==> config.mk <==
export PLATFORM = sky130hd
export DESIGN_NAME = bootprom_ctrl
export DESIGN_NICKNAME = d
export VERILOG_FILES = /design/src/rtl/bootprom_ctrl.sv
export SDC_FILE = /design/constraint.sdc
export NUM_CORES = 1
export LEC_CHECK = 0
export BUFFER_PORTS_ARGS = -buffer_cell sky130_fd_sc_hd__buf_4
export CAP_MARGIN = 20
export CORE_MARGIN = 2
export CORE_UTILIZATION = 45
export DETAILED_ROUTE_END_ITERATION = 10
export PLACE_DENSITY = 0.86
export SETUP_SLACK_MARGIN = 0.2
export SYNTH_ARGS = -nofsm -noshare
export SYNTH_HDL_FRONTEND = slang
export SYNTH_SLANG_ARGS = --single-unit
==> constraint.sdc <==
create_clock -name clk -period 2.7 [get_ports clk]
set_clock_uncertainty 0.15 [all_clocks]
set_input_delay 0.54 -clock clk [delete_from_list [all_inputs] [get_ports clk]]
set_output_delay 0.54 -clock clk [all_outputs]
set_load 0.05 [all_outputs]
==> src/rtl/bootprom_ctrl.sv <==
// bootprom_ctrl: sequences a 27256 EPROM pair for 16-bit CPU reads with a post-reset boot overlay
module bootprom_ctrl #(
  parameter int WAIT_STATES = 3,
  parameter int BOOT_READS  = 4
) (
  input  logic        clk,
  input  logic        reset,
  input  logic        cpu_req,
  input  logic        cpu_sel,
  input  logic        cpu_rw,
  input  logic [14:0] cpu_addr,
  output logic [15:0] cpu_data,
  output logic        cpu_ack,
  output logic        cpu_berr,
  output logic [14:0] prom_addr,
  output logic        prom_ce_n,
  output logic        prom_oe_n,
  input  logic [7:0]  prom_data_h,
  input  logic [7:0]  prom_data_l,
  output logic        boot_overlay
);
  localparam int CW = BOOT_READS > 0 ? $clog2(BOOT_READS + 1) : 1;
  localparam logic [CW-1:0] LAST = CW'(BOOT_READS > 0 ? BOOT_READS - 1 : 0);
  localparam logic [3:0] WLAST = 4'(WAIT_STATES - 1);
  typedef enum logic [2:0] {IDLE, SETUP, ACCESS, LATCH, ACK, WREL, ERR} state_t;
  state_t state, nxt;
  logic [3:0] wcnt;
  logic [CW-1:0] cnt;
  logic hit;
  assign hit = cpu_req & (cpu_sel | boot_overlay);
  // next state; dropping cpu_req mid-access aborts back to IDLE without an ack
  always_comb begin
    nxt = state;
    case (state)
      IDLE:    nxt = hit ? (cpu_rw ? SETUP : ERR) : IDLE;
      SETUP:   nxt = cpu_req ? ACCESS : IDLE;
      ACCESS:  nxt = !cpu_req ? IDLE : (wcnt == WLAST ? LATCH : ACCESS);
      LATCH:   nxt = cpu_req ? ACK : IDLE;
      ACK:     nxt = WREL;
      WREL:    nxt = cpu_req ? WREL : IDLE;
      ERR:     nxt = cpu_req ? ERR : IDLE;
      default: nxt = IDLE;
    endcase
  end
  // state register; outputs are registered from the next state so they align with it
  always_ff @(posedge clk) begin
    if (reset) begin
      state        <= IDLE;
      wcnt         <= '0;
      cnt          <= '0;
      boot_overlay <= (BOOT_READS != 0);
      cpu_data     <= '0;
      cpu_ack      <= 1'b0;
      cpu_berr     <= 1'b0;
      prom_addr    <= '0;
      prom_ce_n    <= 1'b1;
      prom_oe_n    <= 1'b1;
    end else begin
      state     <= nxt;
      wcnt      <= (state == ACCESS) ? wcnt + 4'd1 : 4'd0;
      prom_ce_n <= !(nxt inside {SETUP, ACCESS, LATCH});
      prom_oe_n <= !(nxt inside {ACCESS, LATCH});
      cpu_ack   <= (nxt == ACK);
      cpu_berr  <= (nxt == ERR);
      if (state == IDLE && nxt == SETUP) prom_addr <= cpu_addr;
      if (state == LATCH && nxt == ACK) cpu_data <= {prom_data_h, prom_data_l};
      if (state == ACK && boot_overlay) begin
        cnt <= cnt + 1'b1;
        if (cnt == LAST) boot_overlay <= 1'b0;
      end
    end
  end
endmodule
==> impl_metrics.yaml, run 1 <==
outcome:
  status: "finished clean"
cts:
  post_cts_resized: 0
  path_clk_slew_ns: 0.08
  tritoncts: "done"
  clock-sinks: 46
  holdBufCountCts: 0
  cts_buffers: 5
  cts_setup_buffers: 0
  ctsLongestPathBuffers: 2
  clock_latency_ns: 0.28
  root_buffer: "clkbuf_8"
  h-tree-depth: 2
critical_path:
  arrival_ns: 2.02
  crit_path_top_delay_cell: "or4b_4"
  slowest_delay_ns: 0.58
  timing.rr.start: "state[2]$_SDFF_PP0_"
  crit_path_end_kind: "register"
  cp_max_fo: 7
  r2r-end: "prom_oe_n$_SDFF_PP1_"
  cp_cell_sequence: "or4b_4 -> nor3_4 -> a21oi_2 -> or4_1"
  worstRegToRegCells: 4
  cp-start-kind: "register"
  regToRegSetupSlack_ns: 0.69
  critPathRequiredTime_ns: 2.71
  worstSetupPathType: "register to register"
synthesis:
  synth_xor_xnor_area_share_pct: 1.50
  synth_seq_cells: 46
  synth_mux_area_share_pct: 9.76
  yosys.area_share.simple_pct: 22.5
  netlist_instances: 192
  ys.flop_type: "dfxtp_1"
  async_reset_ff_share_pct: 0
  yosysUniqueCellTypes: 35
  ys_seq_area_share_pct: 52.4
  synth_warnings: 0
  synth_compound_gate_area_share_pct: 7.91
  syn-num-nets: 232
  avgSynthCellArea_um2: 9.15
  syn_area_um2: 1760
  synthAdderAreaFrac_pct: 2.85
  synth_edf_count: 0
  synth_top_family_by_area: "simple AND/OR/NAND/NOR gates"
pwr:
  p_leak_nw: 1.02
  vdd_drop_max_mv: 0.329
  power_density_nw_per_um2: 598
  p_total_mw: 1.44
worst_hold_path:
  min_to: "cpu_data[14]$_SDFFE_PP0P_"
  hold_depth: 2
  worstHoldStart: "cpu_data[14]$_SDFFE_PP0P_"
  hold_path_class: "register to register"
route:
  post_drt_wl_per_cell_um: 11.3
  drt_iter0_drc: 48
  vias: 1491
  dr.pass1.iters: 4
  met3_length_um: 288
  met2_length_um: 1700
  drc_errors: 0
  wl_met1_um: 1470
  top_layer: "met4"
  drt_wl_total_um: 3510
  vias_per_cell: 4.81
  detail-route-antenna-nets: 0
global_routing:
  grt_pass1_wl_um: 5890
  grt_overflow: 0
  antenna_found_initial: 0
  gr-usage-all-layers_pct: 17.4
  grt_max_degree: 44
  grt_pass1_vias: 1426
timing:
  fmaxAchievable_mhz: 498
  final_max_slew_viol_count: 0
  min_period_over_period_pct: 74.4
  slew_headroom_pct: 61.9
  hold_viol: 0
  worst_pin_slew_ns: 0.570
  setup_viol: 0
  tns_ns: 0
  rsz0062_at_grt: "no"
  fin_crit_ns: 2.01
layout:
  synthToLayoutAreaGrowth_pct: 37.2
  final_common_cell: "buf_4"
  final_nets: 301
  final_util_pct: 64.8
  diodes: 0
  n_fill_cell: 340
  final_cell_mix: "buf_4 (73), dfxtp_1 (46), nand2_1 (35)"
  seqCellArea_um2: 921
  drive_above_1_share_pct: 32.1
  multiInputGateArea_um2: 782
die:
  row_count: 22
  coreArea_um2: 3720
  die_area_um2: 4420
  start_util_pct: 47.3
  dieHeight_um: 66.5
  die_w_um: 66.5
  io_pins: 72
placed_design:
  gp_congestion: 0.740
  place_hpwl_um: 2550
  port_buffers: 71
flow_run:
  maxCapViolCount: 0
==> state kept, by name, indices dropped and copies added (netlist names) <==
name and flops:
cpu_data 16, prom_addr 15, wcnt 4, cnt 3
state 3, boot_overlay 1, cpu_ack 1, cpu_berr 1
prom_ce_n 1, prom_oe_n 1
==> layer usage <==
metal,vias up,GRT usage [%]
met1,664,18.7
met5,-,0
met4,0,9.44
li1,770,-
met3,4,5.41
met2,53,30.1
==> where the power goes <==
group / leakage (nW) / internal [mW] / switching [mW]
registers: 0.373 / 0.713 / 0.0248
logic: 0.600 / 0.123 / 0.171
clock network: 0.0482 / 0.206 / 0.203
==> area by class of cell <==
type | count | area share, %
multi-input cells | 133 | 32.5
inverters | 2 | 0.312
flip-flops and latches | 46 | 38.2
clock inverters | 1 | 0.208
repair buffers | 73 | 22.7
clock buffers | 7 | 3.58
well taps | 48 | 2.49
==> synth_stat cells (2+ instances only) <==
library cell	n	area, um2
nor3b_1	2	15.0
a21oi_1	16	80.1
nand2_1	35	131
xnor2_1	2	17.5
ha_1	4	50.1
inv_1	2	7.51
clkbuf_1	9	33.8
dfxtp_1	46	921
nor2b_1	3	18.8
mux2i_1	16	160
and3_1	2	12.5
nor2_1	32	120
==> critical path: cells and delay by family, from the launching register on <==
family          cells  cell delay [ns]
flops               1             0.38
simple gates        3             1.28
compound gates      1             0.08
==> through the flow <==
stage | setup WS, ns | instances | hold WS [ns] | area, um2
after floorplan | 0.680 | 192 | 0.280 | 1760
after global placement | 0.508 | 302 | 0.293 | 2320
after detailed placement | 0.487 | 302 | 0.299 | 2320
after CTS | 0.700 | 310 | 0.311 | 2410
after global routing | 0.634 | 310 | 0.330 | 2410
final | 0.690 | 310 | 0.306 | 2410
==> cells by family (layout without fill, tap and decap cells) <==
kind of cell    count (synthesis)  in the layout
fa+ha+maj                       4              4
simple gates                   86             86
flops                          46             46
compound gates                 23             23
buf+inv                        13             83
mux                            17             17
xor+xnor                        3              3
==> worst max path at each step <==
stage | from | endpoint | slack, ns
finish | state[2]$_SDFF_PP0_ | prom_oe_n$_SDFF_PP1_ | 0.69
global route | state[0]$_SDFF_PP0_ | prom_oe_n$_SDFF_PP1_ | 0.63
CTS | state[2]$_SDFF_PP0_ | prom_oe_n$_SDFF_PP1_ | 0.70
detailed placement | cpu_req | prom_oe_n$_SDFF_PP1_ | 0.49
global placement | cpu_req | prom_oe_n$_SDFF_PP1_ | 0.51
floorplan | cpu_req | prom_oe_n$_SDFF_PP1_ | 0.68
Power figures use the tool's default switching activity.
==> run 2: changes to the inputs <==
Clock period 2.7 ns to 2 ns, I/O delays scaled along.
==> run 2 against run 1 <==
Against the previous run:
- routed wire length increased by 7.7%
- fmax is 5.5% higher
- first-iteration DRC count fell by 21%
- critical path depth is the same
- critical path type unchanged
- clock power is 64% higher
- worst hold slack lost 0.12 ns
==> impl_metrics.yaml, run 2 (synthesis results as in run 1) <==
critical_path:
  worstSetupPathType: "register to register"
  arrival_ns: 1.92
  worstRegToRegCells: 4
  cp-start-kind: "register"
  crit_path_end_kind: "register"
  cp_max_fo: 4
  critPathRequiredTime_ns: 2.02
global_routing:
  gr-usage-all-layers_pct: 17.4
  grt_overflow: 0
  antenna_found_initial: 0
  busiest_layer: "met2"
  grtUsageMet2_pct: 32.5
  grt_pass1_wl_um: 5800
  met3_usage_pct: 4.56
  grt_max_degree: 44
  use_met1_pct: 17.9
  grt_pass1_vias: 1403
cts:
  path_clk_slew_ns: 0.08
  clock-sinks: 46
  clock_latency_ns: 0.29
  ctsLongestPathBuffers: 2
  cts_buffers: 5
  tritoncts: "done"
  root_buffer: "clkbuf_8"
  h-tree-depth: 2
  holdBufCountCts: 0
timing:
  min_period_over_period_pct: 95.3
  fin_crit_ns: 1.91
  rsz0062_at_grt: "yes"
  hold_viol: 0
  setup_viol: 0
  fmaxAchievable_mhz: 525
  tns_ns: 0
  slew_headroom_pct: 70.9
  worst_pin_slew_ns: 0.436
  final_max_slew_viol_count: 0
layout:
  top_register: "cpu_data"
  largest_reg_flops: 16
  synthToLayoutAreaGrowth_pct: 44.9
  final_cell_mix: "buf_4 (81), dfxtp_1 (43), nand2_1 (35)"
  final_nets: 311
  top_regs: "cpu_data: 16 flops, prom_addr: 15 flops, wcnt: 4 flops"
  drive_above_1_share_pct: 37.5
  n_fill_cell: 328
  diodes: 0
  final_common_cell: "buf_4"
die:
  coreArea_um2: 3720
  io_pins: 72
  start_util_pct: 47.3
  die_w_um: 66.5
  row_count: 22
  dieHeight_um: 66.5
  die_area_um2: 4420
pwr:
  p_total_mw: 2.12
  power_density_nw_per_um2: 834
  p_int_mw: 1.55
  p_leak_nw: 1.09
  switchingPower_uw: 578
  switching_share_pct: 27.2
  pwr-share-seq_pct: 46.5
  combPwrFrac_pct: 21.9
  vdd_drop_max_mv: 0.565
  clockPowerShare_pct: 31.5
worst_hold_path:
  hold_path_class: "input pin to register"
  hold_depth: 3
placed_design:
  port_buffers: 71
  place_hpwl_um: 2720
  gp_congestion: 0.785
route:
  dr.pass1.iters: 4
  drt_iter0_drc: 38
  vias: 1559
  vias_per_cell: 4.87
  post_drt_wl_per_cell_um: 11.8
  drc_errors: 0
  drt_wl_total_um: 3780
  detail-route-antenna-nets: 0
flow_run:
  maxCapViolCount: 0
outcome:
  status: "finished clean"
run 2: layout make-up:
| cell class | count | area, um2 | area share, % |
|---|---|---|---|
| clock buffer | 5 | 68.8 | 2.70 |
| clock inverter | 3 | 43.8 | 1.72 |
| inverter | 2 | 7.51 | 0.295 |
| multi-input combinational | 133 | 800 | 31.4 |
| sequential | 46 | 927 | 36.4 |
| tap | 48 | 60.1 | 2.36 |
| timing repair buffer | 83 | 639 | 25.1 |
run 2: path summary, 6_finish.rpt:
check / start / end / slack, ns
setup reg to reg: state[0]$_SDFF_PP0_ / prom_oe_n$_SDFF_PP1_ / 0.09
setup / recovery: state[0]$_SDFF_PP0_ / prom_oe_n$_SDFF_PP1_ / 0.09
hold / removal: cpu_addr[7] / prom_addr[7]$_SDFFE_PP0P_ / 0.19
hold reg to reg: cpu_data[8]$_SDFFE_PP0P_ / cpu_data[8]$_SDFFE_PP0P_ / 0.31
run 2: per-layer routing:
metal,part of all wire (%),vias to the layer above
met5,0,-
met4,1.5,0
met3,7.0,4
met2,51,51
met1,41,713
li1,-,791
run 2: per-stage QoR:
stage	area [um2]	hold slack, ns	setup WS (ns)	util, %	std cells
6_report	2550	0.189	0.0949	68.5	320
5_1_grt	2550	0.190	0.0542	68.5	320
4_1_cts	2510	0.182	0.122	67.5	318
3_5_place_dp	2380	0.299	0.00424	64.0	308
3_3_place_gp	2380	0.292	0.0324	64.0	308
2_1_floorplan	1760	0.280	0.102	-	192
run 2: critical path: stages, from the launching register on:
cell and delay, ns:
dfxtp_2 0.33, or4b_4 0.56, nor3_4 0.21, a21oi_2 0.07, or4_1 0.46
run 2: power by group through the flow:
stage / Combinational, mW / Clock [mW] / Sequential [mW]
2_1_floorplan: 0.164 / 0 / 1.12
3_3_place_gp: 0.432 / 0 / 1.01
3_5_place_dp: 0.440 / 0 / 1.01
4_1_cts: 0.451 / 0.691 / 0.988
5_1_grt: 0.502 / 0.728 / 0.993
6_report: 0.466 / 0.669 / 0.988
run 2: repair_timing:
action | CTS | global route
pin swaps | 2 | 0
setup buffers | 2 | 2
endpoints found under the setup margin | 3 | 27
endpoints found under the hold margin | 0 | 0
gates resized for setup | 2 | 6
==> run 3: changes to the inputs <==
Settings changed: ABC_AREA set to 1.
==> run 3 against run 2 <==
Against the previous run:
- first-iteration DRC count increased by 120%
- highest routed layer unchanged
- synthesized cell count up 18%
- count of clock-buffer cells in the layout stayed put
==> impl_metrics.yaml, run 3 <==
synthesis:
  synth_edf_count: 0
  synthTopCellsByArea: "dfxtp_1 (52%), nor2_1 (17%), o21ai_0 (8.5%)"
  syn_area_um2: 1770
  ys_seq_area_share_pct: 52.0
  ys.flop_type: "dfxtp_1"
  yosys-top-cells-count: "nor2_1 (79), dfxtp_1 (46), o21ai_0 (30)"
  synth.most_common_cell: "nor2_1"
  synth_warnings: 0
  synth_seq_cells: 46
  avgSynthCellArea_um2: 7.84
  synth_top_area_share_pct: 52.0
  yosys.area.top_type: "dfxtp_1"
  netlist_instances: 226
  yosysUniqueCellTypes: 22
  async_reset_ff_share_pct: 0
  syn-num-nets: 266
critical_path:
  crit_path_end_kind: "register"
  timing.rr.start: "boot_overlay$_SDFFE_PP1P_"
  cp_max_fo: 15
  worstSetupPathType: "register to register"
  worstRegToRegCells: 5
  worstSetupEndpoint: "prom_addr[1]$_SDFFE_PP0P_"
  cp-start-kind: "register"
  arrival_ns: 1.61
  r2r-end: "prom_addr[1]$_SDFFE_PP0P_"
  crit_start: "boot_overlay$_SDFFE_PP1P_"
  critPathRequiredTime_ns: 2.04
  regToRegSetupSlack_ns: 0.43
worst_hold_path:
  worstHoldStart: "reset"
  hold_path_class: "input pin to register"
global_routing:
  grt_max_degree: 19
  grt_overflow: 0
  antenna_found_initial: 0
  grt_pass1_vias: 1466
  gr-usage-all-layers_pct: 18.4
  grt_pass1_wl_um: 6190
layout:
  top_regs: "cpu_data: 16 flops, prom_addr: 15 flops, wcnt: 4 flops"
  final_cell_mix: "nor2_1 (79), buf_4 (74), dfxtp_1 (46)"
  drive_above_1_share_pct: 30.3
  final_common_cell: "nor2_1"
  final_util_pct: 65.8
  n_fill_cell: 338
  synthToLayoutAreaGrowth_pct: 38.0
  final_nets: 339
  top_register: "cpu_data"
  diodes: 0
  largest_reg_flops: 16
placed_design:
  port_buffers: 71
  place_hpwl_um: 2890
  gp_congestion: 0.861
pwr:
  power_density_nw_per_um2: 857
  p_leak_nw: 1.15
  p_total_mw: 2.09
  vdd_drop_max_mv: 0.509
timing:
  min_period_over_period_pct: 78.7
  setup_viol: 0
  worst_pin_slew_ns: 0.343
  fmaxAchievable_mhz: 635
  tns_ns: 0
  hold_viol: 0
  rsz0062_at_grt: "no"
  final_max_slew_viol_count: 0
  fin_crit_ns: 1.57
  slew_headroom_pct: 77.1
route:
  dr.pass1.iters: 4
  vias: 1627
  drc_errors: 0
  detail-route-antenna-nets: 0
  post_drt_wl_per_cell_um: 10.9
  drt_iter0_drc: 84
  drt_wl_total_um: 3800
  vias_per_cell: 4.68
die:
  die_area_um2: 4450
  die_w_um: 66.7
  row_count: 22
  coreArea_um2: 3720
  io_pins: 72
  start_util_pct: 47.7
  dieHeight_um: 66.7
cts:
  tritoncts: "done"
  post_cts_resized: 0
  holdBufCountCts: 0
  cts_setup_buffers: 0
  h-tree-depth: 2
  cts_buffers: 5
  clock_latency_ns: 0.29
  path_clk_slew_ns: 0.09
  ctsLongestPathBuffers: 2
  clock-sinks: 46
  root_buffer: "clkbuf_8"
outcome:
  status: "finished clean"
flow_run:
  maxCapViolCount: 0
==> run 3: layout make-up <==
cell class / count / area, um2 / share of cell area [%]
Sequential cell: 46 / 921 / 37.7
Multi-Input combinational cell: 156 / 736 / 30.1
Timing Repair Buffer: 74 / 556 / 22.7
Clock buffer: 5 / 68.8 / 2.81
Inverter: 16 / 60.1 / 2.46
Tap cell: 48 / 60.1 / 2.46
Clock inverter: 3 / 43.8 / 1.79
==> run 3: routing by layer <==
metal  GRT usage, %  vias up  wire length (um)
met5              0        -                 0
met4           6.89        0                34
met3           5.07        2               268
met2           31.4       59              1770
met1           22.0      704              1720
li1               -      862                 -
==> run 3: how the worst min path moves through the flow <==
stage / endpoint / slack (ns) / depth (start not counted)
after floorplan: cnt[1]$_SDFFE_PP0P_ / 0.28 / 2
after global placement: cnt[1]$_SDFFE_PP0P_ / 0.29 / 2
after detailed placement: cnt[2]$_SDFFE_PP0P_ / 0.30 / 2
after CTS: cnt[0]$_SDFFE_PP0P_ / 0.14 / 2
after global routing: cnt[0]$_SDFFE_PP0P_ / 0.14 / 2
final: cnt[0]$_SDFFE_PP0P_ / 0.15 / 2
==> run 3: kinds of logic after synthesis <==
logic type                 synth area share (%)
adders and majority gates                  2.82
xor gates and xnor gates                  0.989
AOI/OAI and AO/OA                          11.7
buffers and inverters                      6.50
DFF                                        52.0
and+or+nand+nor                            26.0
==> run 3: critical path, cell delays in order (launching register included) <==
cell	delay, ns
dfxtp_1	0.41
inv_1	0.06
nand2_1	0.15
nand4_2	0.33
o21ai_0	0.29
nor2_1	0.07
==> run 3: power breakdown <==
group,leakage [nW],switching [mW],internal [mW],total (mW)
Clock,0.0585,0.303,0.374,0.677
Sequential,0.374,0.0340,0.967,1.00
Combinational,0.718,0.265,0.152,0.417
==> run 3: stage by stage <==
stage | hold WS, ns | instances | instance area (um2) | setup WS, ns
CTS | 0.143 | 348 | 2440 | 0.407
global route | 0.139 | 348 | 2440 | 0.226
finish | 0.153 | 348 | 2440 | 0.426
floorplan | 0.277 | 226 | 1770 | 0.388
global placement | 0.286 | 340 | 2330 | 0.459
detailed placement | 0.300 | 340 | 2330 | 0.342
